`config.mk`:
```
export PLATFORM = sky130hd
export DESIGN_NAME = ser_fifo
export DESIGN_NICKNAME = d
export VERILOG_FILES = /design/src/rtl/ser_fifo.sv
export SDC_FILE = /design/constraint.sdc
export NUM_CORES = 1
export LEC_CHECK = 0
export ABC_CLOCK_PERIOD_IN_PS = 10180
export CAP_MARGIN = 20
export CORE_ASPECT_RATIO = 0.5
export CORE_MARGIN = 8
export CORE_UTILIZATION = 55
export CTS_CLUSTER_SIZE = 40
export DETAILED_ROUTE_END_ITERATION = 10
export PLACE_DENSITY_LB_ADDON = 0.2
export SYNTH_ARGS = -nofsm -noshare
export SYNTH_HDL_FRONTEND = slang
export SYNTH_SLANG_ARGS = --single-unit
```
`constraint.sdc`:
```
create_clock -name clk -period 10.18 [get_ports clk]
set_clock_uncertainty 0.2 [all_clocks]
set_input_delay 2.036 -clock clk [delete_from_list [all_inputs] [get_ports clk]]
set_output_delay 2.036 -clock clk [all_outputs]
set_load 0.01 [all_outputs]
```
`src/rtl/ser_fifo.sv`:
```
// Bus-attached UART receiver with a 2**DEPTH_LOG2-byte RX FIFO and sticky error flags.
// Optional transmitter enabled by defining SER_TX_EN; otherwise txd idles high.
module ser_fifo #(
  parameter int CLKS_PER_BIT = 434,
  parameter int DEPTH_LOG2   = 4
) (
  input  logic       clk,
  input  logic       reset,
  input  logic       en,
  input  logic       wr,
  input  logic [1:0] addr,
  input  logic [7:0] data_in,
  output logic [7:0] data_out,
  input  logic       rxd,
  output logic       txd
);

  localparam int DEPTH = 1 << DEPTH_LOG2;
  localparam int CW    = $clog2(CLKS_PER_BIT);
  localparam logic [CW-1:0] C_FULL = CW'(CLKS_PER_BIT - 1);
  localparam logic [CW-1:0] C_HALF = CW'(CLKS_PER_BIT / 2 - 1);

  typedef enum logic [1:0] {RX_IDLE, RX_START, RX_DATA, RX_STOP} rx_state_t;

  rx_state_t       r_rx_state, w_rx_next;
  logic            r_rx_s1, r_rx_s2;
  logic [CW-1:0]   r_rx_cnt;
  logic [2:0]      r_rx_bit;
  logic [7:0]      r_rx_shift;
  logic            w_rx_cnt_clr, w_rx_bit_clr, w_rx_shift_en, w_rx_push, w_rx_ferr;

  logic [7:0]            r_mem [DEPTH];
  logic [DEPTH_LOG2-1:0] r_wr_ptr, r_rd_ptr;
  logic [DEPTH_LOG2:0]   r_count;
  logic                  r_ovr, r_ferr;
  logic                  w_full, w_empty, w_pop, w_push, w_ovr_set, w_reg_clr, w_tx_ready;
  logic [15:0]           w_cnt_ext;
  logic                  w_unused;

  // rxd is asynchronous; reset the synchronizer to the idle level
  always_ff @(posedge clk) begin
    if (!reset) begin
      r_rx_s1 <= 1'b1;
      r_rx_s2 <= 1'b1;
    end else begin
      r_rx_s1 <= rxd;
      r_rx_s2 <= r_rx_s1;
    end
  end

  always_ff @(posedge clk) begin
    if (!reset) r_rx_state <= RX_IDLE;
    else        r_rx_state <= w_rx_next;
  end

  always_comb begin
    w_rx_next     = r_rx_state;
    w_rx_cnt_clr  = 1'b0;
    w_rx_bit_clr  = 1'b0;
    w_rx_shift_en = 1'b0;
    w_rx_push     = 1'b0;
    w_rx_ferr     = 1'b0;
    case (r_rx_state)
      RX_IDLE: if (!r_rx_s2) begin
        w_rx_next    = RX_START;
        w_rx_cnt_clr = 1'b1;
        w_rx_bit_clr = 1'b1;
      end
      RX_START: if (r_rx_cnt == C_HALF) begin
        w_rx_cnt_clr = 1'b1;
        w_rx_next    = r_rx_s2 ? RX_IDLE : RX_DATA;
      end
      RX_DATA: if (r_rx_cnt == C_FULL) begin
        w_rx_cnt_clr  = 1'b1;
        w_rx_shift_en = 1'b1;
        if (r_rx_bit == 3'd7) w_rx_next = RX_STOP;
      end
      RX_STOP: if (r_rx_cnt == C_FULL) begin
        w_rx_cnt_clr = 1'b1;
        w_rx_next    = RX_IDLE;
        w_rx_push    = r_rx_s2;
        w_rx_ferr    = ~r_rx_s2;
      end
      default: w_rx_next = RX_IDLE;
    endcase
  end

  always_ff @(posedge clk) begin
    if (!reset) begin
      r_rx_cnt   <= '0;
      r_rx_bit   <= '0;
      r_rx_shift <= '0;
    end else begin
      r_rx_cnt <= w_rx_cnt_clr ? '0 : r_rx_cnt + CW'(1);
      if (w_rx_bit_clr) begin
        r_rx_bit <= '0;
      end else if (w_rx_shift_en) begin
        r_rx_bit   <= r_rx_bit + 3'd1;
        r_rx_shift <= {r_rx_s2, r_rx_shift[7:1]};
      end
    end
  end

  // A pop on the same edge frees a slot, so a push into a full FIFO still lands
  assign w_full    = (r_count == (DEPTH_LOG2+1)'(DEPTH));
  assign w_empty   = (r_count == '0);
  assign w_pop     = en & ~wr & (addr == 2'd1) & ~w_empty;
  assign w_push    = w_rx_push & (~w_full | w_pop);
  assign w_ovr_set = w_rx_push & w_full & ~w_pop;
  assign w_reg_clr = en & wr & (addr == 2'd3);

  always_ff @(posedge clk) begin
    if (w_push) r_mem[r_wr_ptr] <= r_rx_shift;
  end

  always_ff @(posedge clk) begin
    if (!reset) begin
      r_wr_ptr <= '0;
      r_rd_ptr <= '0;
      r_count  <= '0;
      r_ovr    <= 1'b0;
      r_ferr   <= 1'b0;
    end else begin
      if (w_push) r_wr_ptr <= r_wr_ptr + 1'b1;
      if (w_pop)  r_rd_ptr <= r_rd_ptr + 1'b1;
      case ({w_push, w_pop})
        2'b10:   r_count <= r_count + 1'b1;
        2'b01:   r_count <= r_count - 1'b1;
        default: r_count <= r_count;
      endcase
      r_ovr  <= w_ovr_set | (r_ovr  & ~(w_reg_clr & data_in[1]));
      r_ferr <= w_rx_ferr | (r_ferr & ~(w_reg_clr & data_in[0]));
    end
  end

`ifdef SER_TX_EN
  typedef enum logic [1:0] {TX_IDLE, TX_START, TX_DATA, TX_STOP} tx_state_t;

  tx_state_t     r_tx_state, w_tx_next;
  logic [CW-1:0] r_tx_cnt;
  logic [2:0]    r_tx_bit;
  logic [7:0]    r_tx_shift;
  logic          r_txd;
  logic          w_tx_load, w_tx_end, w_tx_cnt_clr;

  assign w_tx_ready = (r_tx_state == TX_IDLE);
  assign w_tx_load  = en & wr & (addr == 2'd2) & w_tx_ready;
  assign w_tx_end   = (r_tx_cnt == C_FULL);
  assign txd        = r_txd;

  always_ff @(posedge clk) begin
    if (!reset) r_tx_state <= TX_IDLE;
    else        r_tx_state <= w_tx_next;
  end

  always_comb begin
    w_tx_next    = r_tx_state;
    w_tx_cnt_clr = 1'b0;
    case (r_tx_state)
      TX_IDLE:  if (w_tx_load) begin w_tx_next = TX_START; w_tx_cnt_clr = 1'b1; end
      TX_START: if (w_tx_end)  begin w_tx_next = TX_DATA;  w_tx_cnt_clr = 1'b1; end
      TX_DATA:  if (w_tx_end) begin
        w_tx_cnt_clr = 1'b1;
        if (r_tx_bit == 3'd7) w_tx_next = TX_STOP;
      end
      TX_STOP:  if (w_tx_end)  begin w_tx_next = TX_IDLE;  w_tx_cnt_clr = 1'b1; end
      default:  w_tx_next = TX_IDLE;
    endcase
  end

  // txd is loaded one bit ahead so each level starts on the edge that ends the previous bit
  always_ff @(posedge clk) begin
    if (!reset) begin
      r_tx_cnt   <= '0;
      r_tx_bit   <= '0;
      r_tx_shift <= '0;
      r_txd      <= 1'b1;
    end else begin
      r_tx_cnt <= w_tx_cnt_clr ? '0 : r_tx_cnt + CW'(1);
      case (r_tx_state)
        TX_IDLE: begin
          r_txd <= ~w_tx_load;
          if (w_tx_load) begin
            r_tx_shift <= data_in;
            r_tx_bit   <= '0;
          end
        end
        TX_START: if (w_tx_end) r_txd <= r_tx_shift[0];
        TX_DATA: if (w_tx_end) begin
          r_tx_bit <= r_tx_bit + 3'd1;
          if (r_tx_bit == 3'd7) begin
            r_txd <= 1'b1;
          end else begin
            r_txd      <= r_tx_shift[1];
            r_tx_shift <= {1'b0, r_tx_shift[7:1]};
          end
        end
        default: r_txd <= 1'b1;
      endcase
    end
  end
`else
  assign w_tx_ready = 1'b0;
  assign txd        = 1'b1;
`endif

  assign w_cnt_ext = 16'(r_count);
  assign w_unused  = ^{data_in[7:2], w_cnt_ext[15:8]};

  always_comb begin
    data_out = 8'h00;
    case (addr)
      2'd0:    data_out = {4'b0, r_ovr, r_ferr, w_tx_ready, ~w_empty};
      2'd1:    data_out = w_empty ? 8'h00 : r_mem[r_rd_ptr];
      2'd3:    data_out = w_cnt_ext[7:0];
      default: data_out = 8'h00;
    endcase
  end

endmodule
```
## Word level (Yosys, flattened, before mapping)

Memories as Yosys holds them, arrays and structs flattened. A register that Yosys moved wholly into a read port is not among the register bits.
Cells that the tools add are included.

| storage, ports and cells | value |
|---|---|
| word-level logic and storage cells | 91 |
| register bits | 39 |
| bits in writable memories | 128 |
| output and inout bits | 9 |
| input port bits | 15 |
| memories | 1 |

Memories:

| memory | words | bits a word | rd ports | clocked after Yosys merged registers in | write ports | RTL line | RTL |
|---|---|---|---|---|---|---|---|
| r_mem | 16 | 8 | 1 | 1 | 1 | 32 | `logic [7:0] r_mem [DEPTH];` |

| cells by class | value |
|---|---|
| bitwise operators | 24 |
| reductions and logical operators | 9 |
| equality and inequality tests | 16 |
| mux-type cells | 24 |
| add/subtract/negate cells | 6 |

Operators by type and width:

| operator | count |
|---|---|
| $pmux 8 s3 | 1 |
| $and 1x1->1 | 12 |
| $mux 2 | 6 |
| $mux 1 | 11 |
| $ne 2x2->1 const B | 5 |
| $pmux 5 s2 | 1 |
| $add 9x1->9 const B | 1 |
| $eq 9x8->1 const B | 1 |
| $eq 9x9->1 const B | 1 |
| $not 1->1 | 9 |
| $add 4x1->4 const B | 2 |
| $eq 2x2->1 const B | 4 |
| $mux 4 | 2 |
| $mux 8 | 1 |
| $pmux 2 s4 | 1 |
| $eq 2x1->1 const B | 3 |
| $reduce_or 2->1 | 3 |
| $add 5x1->5 const B | 1 |
| $eq 5x5->1 const B | 1 |
| $logic_not 5->1 | 1 |
| $reduce_and 5->1 | 1 |
| $sub 5x1->5 const B | 1 |
| $logic_not 2->1 | 2 |
| $add 3x1->3 const B | 1 |
| other kinds (5) | 7 |

## Logic depth before layout (Yosys ltp)

Gate-level depths: netlist (run 1).

| depth | value |
|---|---|
| depth after elaboration | 8 |
| mapped depth | 11 |

## Least setup slack after synthesis (run 1)

OpenSTA, ideal clock, no wires.

| timing path | value |
|---|---|
| kind | input port to output port |
| from | in addr[1] |
| to | out data_out[5] |
| arrival | 2.859 ns |
| path slack | 5.085 ns |
| path buffers | 1 |
| cell stages on the path | 4 |
| cells stage by stage | clkbuf_1 nor2_1 nand2_1 a211oi_1 |

| between the ends | value |
|---|---|
| cells in the longest elaborated chain, start to end | 2 |

Ends and longest elaborated chain:

| item | RTL line | RTL |
|---|---|---|
| from (decl) | 11 | `input logic [1:0] addr,` |
| $eq 2x2->1 (tied with other cells) | 212 | `case (addr)` |
| $pmux 8 s3 * | 212 |  |
| to (decl) | 13 | `output logic [7:0] data_out,` |

Mark *: on every way between the ends. The rest lies on a longest branch, timed or not.

## Worst setup path after layout (run 1)

| timing path | value |
|---|---|
| from | in addr[1] |
| to | out data_out[6] |

The elaborated chain is that of the path after synthesis.

==> flow_metrics.tcl, run 1 <==
set metrics [dict create \
    grt_overflow 0 \
    rsz0062_at_grt "false" \
    rrSetupSlack_ps 6460 \
    ctsHoldBuffers 0 \
    r2r-start "r_rx_cnt[4]" \
    powerDensity_mw_per_mm2 177 \
    critPathKind "input port to output pin" \
    period_minus_slack_ps 6270 \
    syn-num-nets 488 \
    synth.yosys.seq_area_share 0.668 \
    setup.worst_path.start "addr[1]" \
    vias 3810 \
    cts_tree "yes" \
    setup_tns_ps 0 \
    numClockSinks 171 \
    synth_compound_area_frac 0.0352 \
    rows 29 \
    yosysUniqueCellTypes 47 \
    remaining_drc_errors 0 \
    synth_area_leaders "edfxtp_1 (55%), dfxtp_1 (12%), mux4_2 (11%)" \
    final_layout_size_suffix_gt1_frac 0.164 \
    place_hpwl_mm 8.56 \
    hp-start "r_rx_s1" \
    maxCapViolCount 0 \
    yosysMostFrequentCell "edfxtp_1" \
    status "finished, final reports clean" \
    start_util 0.559 \
    ctsResizeCount 0 \
    async_flop_share 0 \
    end_kind "output pin" \
    root_buffer "clkbuf_16" \
    hold_class "flip-flop to flip-flop" \
    fp.dieW_um 176 \
    ys.flop_type "edfxtp_1" \
    ios 24 \
    place_ws_ps 3930 \
    nets 511 \
    ctsHtreeMaxLevel 4 \
    finalSetupViolations 0 \
    synthAdderAreaFrac 0.0259 \
    worst_slack_ps 3910 \
    io_buffers 16 \
    critical_path.startpoint_type "input port" \
    synth_top_area_frac 0.546 \
    synth-xor-area-share 0.0187 \
    yosysTopAreaCell "edfxtp_1" \
    ys_warn_count 0 \
    reg2reg_depth 9 \
    clk_path_buf_depth 2 \
    synth_area_sq_mm 0.00704 \
    cts_setup_buffers 0 \
    vdd_drop_max_mv 0.111 \
    drv_slew 0 \
    dieHeight_um 96.0 \
    die-area_sq_mm 0.0169 \
    crit_required_ps 7940 \
    synthSimpleGateAreaFrac 0.104 \
    grt_max_degree 33 \
    synth_edf_count 128 \
    netlist_instances 459 \
    gp_congestion 0.812 \
    r2r_end "r_count[4]" \
    cp.arrival_ps 4030 \
    grt_usage 0.166 \
    grt_pass1_vias 3879 \
    timing.fmax_mhz 160 \
    routed_wl_mm 13.2 \
    diodes 0 \
    clk_transition_reported_paths_ps 70 \
    drt_iter0_drc 225 \
    cts_buffers 17 \
    vias_per_cell 5.73 \
    avgRoutedWirePerCell_um 19.8 \
    coreArea_sq_mm 0.0126 \
    first_pass_iters 5 \
    p_leak_uw 0.00263 \
    ant_nets 0 \
    ys_ff_latch 171 \
    max_slew.worst_pin.slew_ps 916 \
    avgSynthCellArea_sq_um 15.3 \
    grt_pass1_wl_mm 20.8 \
    syn2layout_area_growth_pct 13.5 \
    finalCritPeriodShare 0.616 \
    synth_top_family_by_area "multiplexers" \
    antenna_found_initial 1 \
    clk_latency_ps 420 \
    synthMuxAreaShare 0.131 \
    slew_headroom 0.387 \
    cp_max_fo 11 \
    critPathCapture "data_out[6]" \
    hold_viol 0 \
    synth_top_cells_by_count "edfxtp_1 (128), dfxtp_1 (43), nor2_1 (38)" \
]
[through the flow]
step                cell area [sq um]  utilization  hold WS, ps  power (uW)  cells
floorplan                        7040            -          186         765    459
global placement                 7390        0.587          189         770    632
detailed placement               7390        0.587          205         771    632
CTS                              7990        0.635          224        1420    664
global route                     8000        0.635          252        1450    665
finish                           8000        0.635          222        1410    665
[power by group]
group | switching, uW | internal [uW] | total (uW)
Sequential | 1.68 | 740 | 742
Combinational | 6.86 | 6.38 | 13.2
Clock | 285 | 373 | 657
[worst max-delay path, cell delays in order]
cell and delay [ps]:
clkdlybuf4s50_1 570, nor2_1 320, nand2_1 270, a211oi_1 250
clkdlybuf4s50_1 580
[placed cells by master, fill, tap and decap left out, types with 2 or more instances in the layout]
| master | count |
|---|---|
| a211oi_1 | 6 |
| a21boi_0 | 2 |
| a21o_1 | 2 |
| a21oi_1 | 7 |
| a22oi_1 | 6 |
| and2_1 | 9 |
| and3_1 | 3 |
| buf_4 | 8 |
| bufinv_16 | 2 |
| clkbuf_16 | 17 |
| clkdlybuf4s50_1 | 16 |
| dfxtp_1 | 42 |
| edfxtp_1 | 128 |
| ha_1 | 13 |
| inv_1 | 8 |
| inv_6 | 7 |
| inv_8 | 2 |
| mux2i_1 | 16 |
| mux4_2 | 34 |
| nand2_1 | 28 |
| nand2b_1 | 4 |
| nand3_1 | 16 |
| nand4_1 | 4 |
| nor2_1 | 38 |
| nor2b_1 | 16 |
| nor3_1 | 7 |
| nor4_1 | 2 |
| o21a_1 | 2 |
| o21ai_0 | 9 |
| or3_1 | 3 |
| or4_1 | 2 |
| xnor2_1 | 9 |
| xor2_1 | 6 |
[kinds of logic after synthesis]
group	Yosys count
simple gates	142
flops	171
xor+xnor	15
compound gates	38
buf+inv	28
other cells	1
fa+ha+maj	14
mux	50
[state kept, by name, summed over array words and instances, names as in the netlist, named ones only]
| signal | cells |
|---|---|
| r_mem | 128 |
| r_rd_ptr | 4 |
| r_rx_s1 | 1 |
| r_count | 5 |
| r_rx_state | 1 |
| r_ferr | 1 |
| r_rx_cnt | 9 |
| r_ovr | 1 |
| r_rx_shift | 8 |
| r_wr_ptr | 4 |
| r_rx_bit | 3 |
| r_rx_s2 | 1 |
[worst min path at each step]
stage                   end  slack [ps]  cells after the start
floorplan           r_rx_s2         190                      1
global placement    r_rx_s2         190                      1
detailed placement  r_rx_s2         210                      1
CTS                 r_rx_s2         220                      1
global route        r_rx_s2         250                      1
finish              r_rx_s2         220                      1
[per-layer routing]
layer / track usage / vias to the layer above / part of all wire
met5: 0 / - / 0.00076
met4: 0.0568 / 2 / 0.011
met3: 0.0579 / 17 / 0.084
met2: 0.264 / 128 / 0.46
met1: 0.212 / 1866 / 0.44
li1: - / 1797 / -
[final cells by class]
class / instances / area, sq um
fillers: 902 / 4590
clock buffers: 18 / 429
multi-input cells: 260 / 2230
inverters: 8 / 30.0
well taps: 170 / 213
repair buffers: 24 / 220
flip-flops and latches: 171 / 4710
clock inverters: 14 / 174
No activity file was read; power rests on OpenSTA's default activity.
==> run 2, diff against run 1 <==
--- a/config.mk
+++ b/config.mk
@@ -5,7 +5,7 @@
 export SDC_FILE = /design/constraint.sdc
 export NUM_CORES = 1
 export LEC_CHECK = 0
-export ABC_CLOCK_PERIOD_IN_PS = 10180
+export ABC_CLOCK_PERIOD_IN_PS = 5000
 export CAP_MARGIN = 20
 export CORE_ASPECT_RATIO = 0.5
 export CORE_MARGIN = 8
==> constraint.sdc (replaced) <==
create_clock -name clk -period 5 [get_ports clk]
set_clock_uncertainty 0.2 [all_clocks]
set_input_delay 1 -clock clk [delete_from_list [all_inputs] [get_ports clk]]
set_output_delay 1 -clock clk [all_outputs]
set_load 0.01 [all_outputs]
==> flow_metrics.tcl, run 2 (same netlist as run 1, synthesis figures left out) <==
set metrics [dict create \
    setup_tns_ps 0 \
    grt_overflow 0 \
    final_layout_size_suffix_gt1_frac 0.172 \
    ctsResizeCount 0 \
    cts_buffers 17 \
    top_regs "r_mem x128, r_rx_cnt x9, r_rx_shift x8" \
    crit_required_ps 3800 \
    ant_nets 0 \
    finalCritPeriodShare 0.872 \
    numClockSinks 171 \
    place_area_sq_mm 0.00744 \
    antenna_found_initial 0 \
    max_slew.worst_pin.slew_ps 964 \
    rows 29 \
    finalSetupViolations 0 \
    avgRoutedWirePerCell_um 19.4 \
    cp.arrival_ps 3160 \
    r2r_end "r_count[4]" \
    r2r-start "r_count[0]" \
    grt_pass1_wl_mm 20.5 \
    cts_tree "yes" \
    syn2layout_area_growth_pct 13.8 \
    critPathKind "flip-flop to output pin" \
    ctsHtreeMaxLevel 4 \
    rrSetupSlack_ps 1510 \
    path_buf_inv 2 \
    grt_usage 0.164 \
    cts_setup_buffers 0 \
    max_stage_delay_ps 830 \
    p_leak_uw 0.00265 \
    critical_path.startpoint_type "flip-flop" \
    p_total_uw 2810 \
    maxCapViolCount 0 \
    largest_register_ff_count 128 \
    cp_max_fo 18 \
    nets 516 \
    worst-path-stages 7 \
    grt_pass1_vias 3783 \
    clk_transition_reported_paths_ps 70 \
    powerDensity_mw_per_mm2 350 \
    worstPathCellList "buf_4, mux4_2, nand3_1, nand3_1, a22oi_1, o21ai_0, clkdlybuf4s50_1" \
    start_util 0.559 \
    drv_slew 0 \
    vias_per_cell 5.75 \
    fillers 887 \
    root_buffer "clkbuf_16" \
    slew_headroom 0.355 \
    final_cell_area_sq_mm 0.00802 \
    critPathCapture "data_out[2]" \
    vdd_drop_max_mv 0.225 \
    coreArea_sq_mm 0.0126 \
    final_cell_mix "edfxtp_1 (128), dfxtp_1 (42), nor2_1 (38)" \
    fp.dieW_um 176 \
    status "finished, final reports clean" \
    io_buffers 16 \
    place_hpwl_mm 8.45 \
    critPathTopFamily "buffers and inverters" \
    reg2reg_depth 9 \
    hold_viol 0 \
    gp_congestion 0.831 \
    period_minus_slack_ps 4360 \
    grt_max_degree 32 \
    drt_iter0_drc 265 \
    whs_path_depth 1 \
    dieHeight_um 96.0 \
    rsz0062_at_grt "false" \
    clk_path_buf_depth 2 \
    final_common_cell "edfxtp_1" \
    hold_class "flip-flop to flip-flop" \
    clk_latency_ps 430 \
    diodes 0 \
    timing.fmax_mhz 229 \
    path_common_cell "nand3_1" \
    remaining_drc_errors 0 \
    end_kind "output pin" \
    first_pass_iters 5 \
    largest_register "r_mem" \
    ctsHoldBuffers 0 \
    routed_wl_mm 13.0 \
    die-area_sq_mm 0.0169 \
    cpMaxStageDelayCell "dfxtp_1" \
    ios 24 \
    vias 3850 \
]
run 2: cell types whose count changed in the layout (fill, tap and decap cells not counted), sizes merged:
cell / change
clkbuf: -1
bufinv: -2
clkinv: +2
clkinvlp: +1
buf: +5
run 2: worst min path at each step:
stage	startpoint	endpoint	slack, ps
floorplan	r_rx_s1	r_rx_s2	190
finish	r_rx_s1	r_rx_s2	210
detailed placement	r_rx_s1	r_rx_s2	200
CTS	r_rx_s1	r_rx_s2	210
global route	r_rx_s1	r_rx_s2	240
global placement	r_rx_s1	r_rx_s2	190
run 2: stage by stage:
step                worst slack, ps  std cells  hold WS, ps  utilization
finish                          640        670          210        0.637
global route                    456        670          240        0.637
CTS                             611        669          214        0.636
detailed placement              713        637          198        0.591
global placement                777        637          189        0.591
floorplan                      1370        459          186            -
run 2: metal layers:
| layer | GRT usage | up-vias | wire [um] |
|---|---|---|---|
| met4 | 0.0547 | 0 | 114 |
| met3 | 0.0505 | 10 | 815 |
| met2 | 0.254 | 114 | 5920 |
| met5 | 0 | - | 0 |
| met1 | 0.220 | 1930 | 6160 |
| li1 | - | 1796 | - |
run 2: report_power, final:
part | internal, uW | switching (uW)
combinational | 12.9 | 13.8
clock | 664 | 606
sequential | 1510 | 3.26
total | 2180 | 623
run 2: layout make-up:
type | instances | area (sq um) | share of cell area
Clock buffer | 17 | 425 | 0.0531
Clock inverter | 15 | 148 | 0.0184
Inverter | 8 | 30.0 | 0.00375
Multi-Input combinational cell | 260 | 2230 | 0.278
Sequential cell | 171 | 4710 | 0.587
Tap cell | 170 | 213 | 0.0265
Timing Repair Buffer | 29 | 270 | 0.0337
==> run 3, diff against run 2 <==
--- a/config.mk
+++ b/config.mk
@@ -7,9 +7,11 @@
 export LEC_CHECK = 0
 export ABC_CLOCK_PERIOD_IN_PS = 5000
 export CAP_MARGIN = 20
+export CELL_PAD_IN_SITES_DETAIL_PLACEMENT = 2
+export CELL_PAD_IN_SITES_GLOBAL_PLACEMENT = 2
 export CORE_ASPECT_RATIO = 0.5
 export CORE_MARGIN = 8
-export CORE_UTILIZATION = 55
+export CORE_UTILIZATION = 41
 export CTS_CLUSTER_SIZE = 40
 export DETAILED_ROUTE_END_ITERATION = 10
 export PLACE_DENSITY_LB_ADDON = 0.2
==> flow_metrics.tcl, run 3 (same netlist as run 1, synthesis figures left out) <==
set metrics [dict create \
    status "finished, final reports clean" \
    grt_usage 0.171 \
    cp.arrival_ps 3160 \
    nets 516 \
    numClockSinks 171 \
    routed_wl_mm 17.9 \
    hold_class "flip-flop to flip-flop" \
    grt_overflow 0 \
    rows 34 \
    place_area_sq_mm 0.00752 \
    grt_pass1_vias 4251 \
    remaining_drc_errors 0 \
    first_pass_iters 4 \
    p_total_uw 2860 \
    final_cell_area_sq_mm 0.00811 \
    final_layout_size_suffix_gt1_frac 0.170 \
    fillers 1617 \
    cts_setup_buffers 0 \
    slew_headroom 0.350 \
    reg2reg_depth 9 \
    avgRoutedWirePerCell_um 24.4 \
    r2r_end "r_count[4]" \
    drt_iter0_drc 234 \
    vias_per_cell 5.41 \
    clk_latency_ps 420 \
    cp_max_fo 22 \
    finalSetupViolations 0 \
    rsz0062_at_grt "false" \
    drv_slew 0 \
    ctsHoldBuffers 0 \
    powerDensity_mw_per_mm2 353 \
    final_cell_mix "edfxtp_1 (128), dfxtp_1 (42), nor2_1 (38)" \
    io_buffers 16 \
    cts_tree "yes" \
    p_leak_uw 0.00266 \
    period_minus_slack_ps 4360 \
    ant_nets 0 \
    final_common_cell "edfxtp_1" \
    vdd_drop_max_mv 0.264 \
    cts_buffers 17 \
    r2r-start "r_count[0]" \
    fp.dieW_um 201 \
    clk_path_buf_depth 2 \
    critPathCapture "data_out[0]" \
    clk_transition_reported_paths_ps 60 \
    vias 3974 \
    setup_tns_ps 0 \
    start_util 0.412 \
    maxCapViolCount 0 \
    largest_register "r_mem" \
    multi_input_area_sq_mm 0.00223 \
    timing.fmax_mhz 229 \
    root_buffer "clkbuf_16" \
    critPathKind "flip-flop to output pin" \
    antenna_found_initial 0 \
    utilization 0.474 \
    grt_pass1_wl_mm 27.6 \
    crit_required_ps 3800 \
    ctsHtreeMaxLevel 4 \
    place_hpwl_mm 12.2 \
    die-area_sq_mm 0.0219 \
    gp_congestion 0.777 \
    largest_register_ff_count 128 \
    final-seq-area_sq_mm 0.00471 \
    critical_path.startpoint_type "flip-flop" \
    finalCritPeriodShare 0.872 \
    ios 24 \
    rrSetupSlack_ps 1310 \
    diodes 0 \
    grt_max_degree 33 \
    end_kind "output pin" \
    ctsResizeCount 0 \
    coreArea_sq_mm 0.0171 \
    top_regs "r_mem x128, r_rx_cnt x9, r_rx_shift x8" \
    max_slew.worst_pin.slew_ps 971 \
    hold_viol 0 \
    dieHeight_um 109 \
    syn2layout_area_growth_pct 15.1 \
]
[run 3: area by class of cell]
cell class                 count  share of cell area
clock buffer                  18              0.0529
multi-input combinational    260               0.275
sequential                   171               0.580
tap                          234              0.0361
clock inverter                14              0.0190
inverter                       8             0.00370
timing repair buffer          29              0.0333
[run 3: worst min-delay path by stage]
stage             from  endpoint  slack (ps)  cells after the start
3_5_place_dp   r_rx_s1   r_rx_s2         200                      1
3_3_place_gp   r_rx_s1   r_rx_s2         200                      1
5_1_grt        r_rx_s1   r_rx_s2         250                      1
4_1_cts        r_rx_s1   r_rx_s2         220                      1
6_report       r_rx_s1   r_rx_s2         220                      1
2_1_floorplan  r_rx_s1   r_rx_s2         190                      1
[run 3: routing by layer]
layer | wire length, um | track usage | up-vias
met1 | 9160 | 0.255 | 2106
met2 | 7820 | 0.256 | 65
met4 | 116 | 0.0404 | 0
met3 | 776 | 0.0347 | 6
met5 | 0 | 0 | -
li1 | - | - | 1797
[run 3: report_power, final]
| part | switching [uW] | internal, uW |
|---|---|---|
| clock network | 541 | 779 |
| logic | 16.7 | 13.2 |
| registers | 4.05 | 1510 |
[run 3: worst max-delay path: stages (launching register included)]
cell,delay (ps)
dfxtp_2,620
buf_12,280
mux4_2,590
mux4_2,480
o21ai_0,190
nand2_1,70
clkdlybuf4s50_1,480
[run 3: stage by stage]
step           std cells  hold slack [ps]  setup WS, ps
4_1_cts              734              224           570
3_5_place_dp         702              204           556
3_3_place_gp         702              202           739
6_report             734              221           639
5_1_grt              734              247           409
2_1_floorplan        459              186          1370
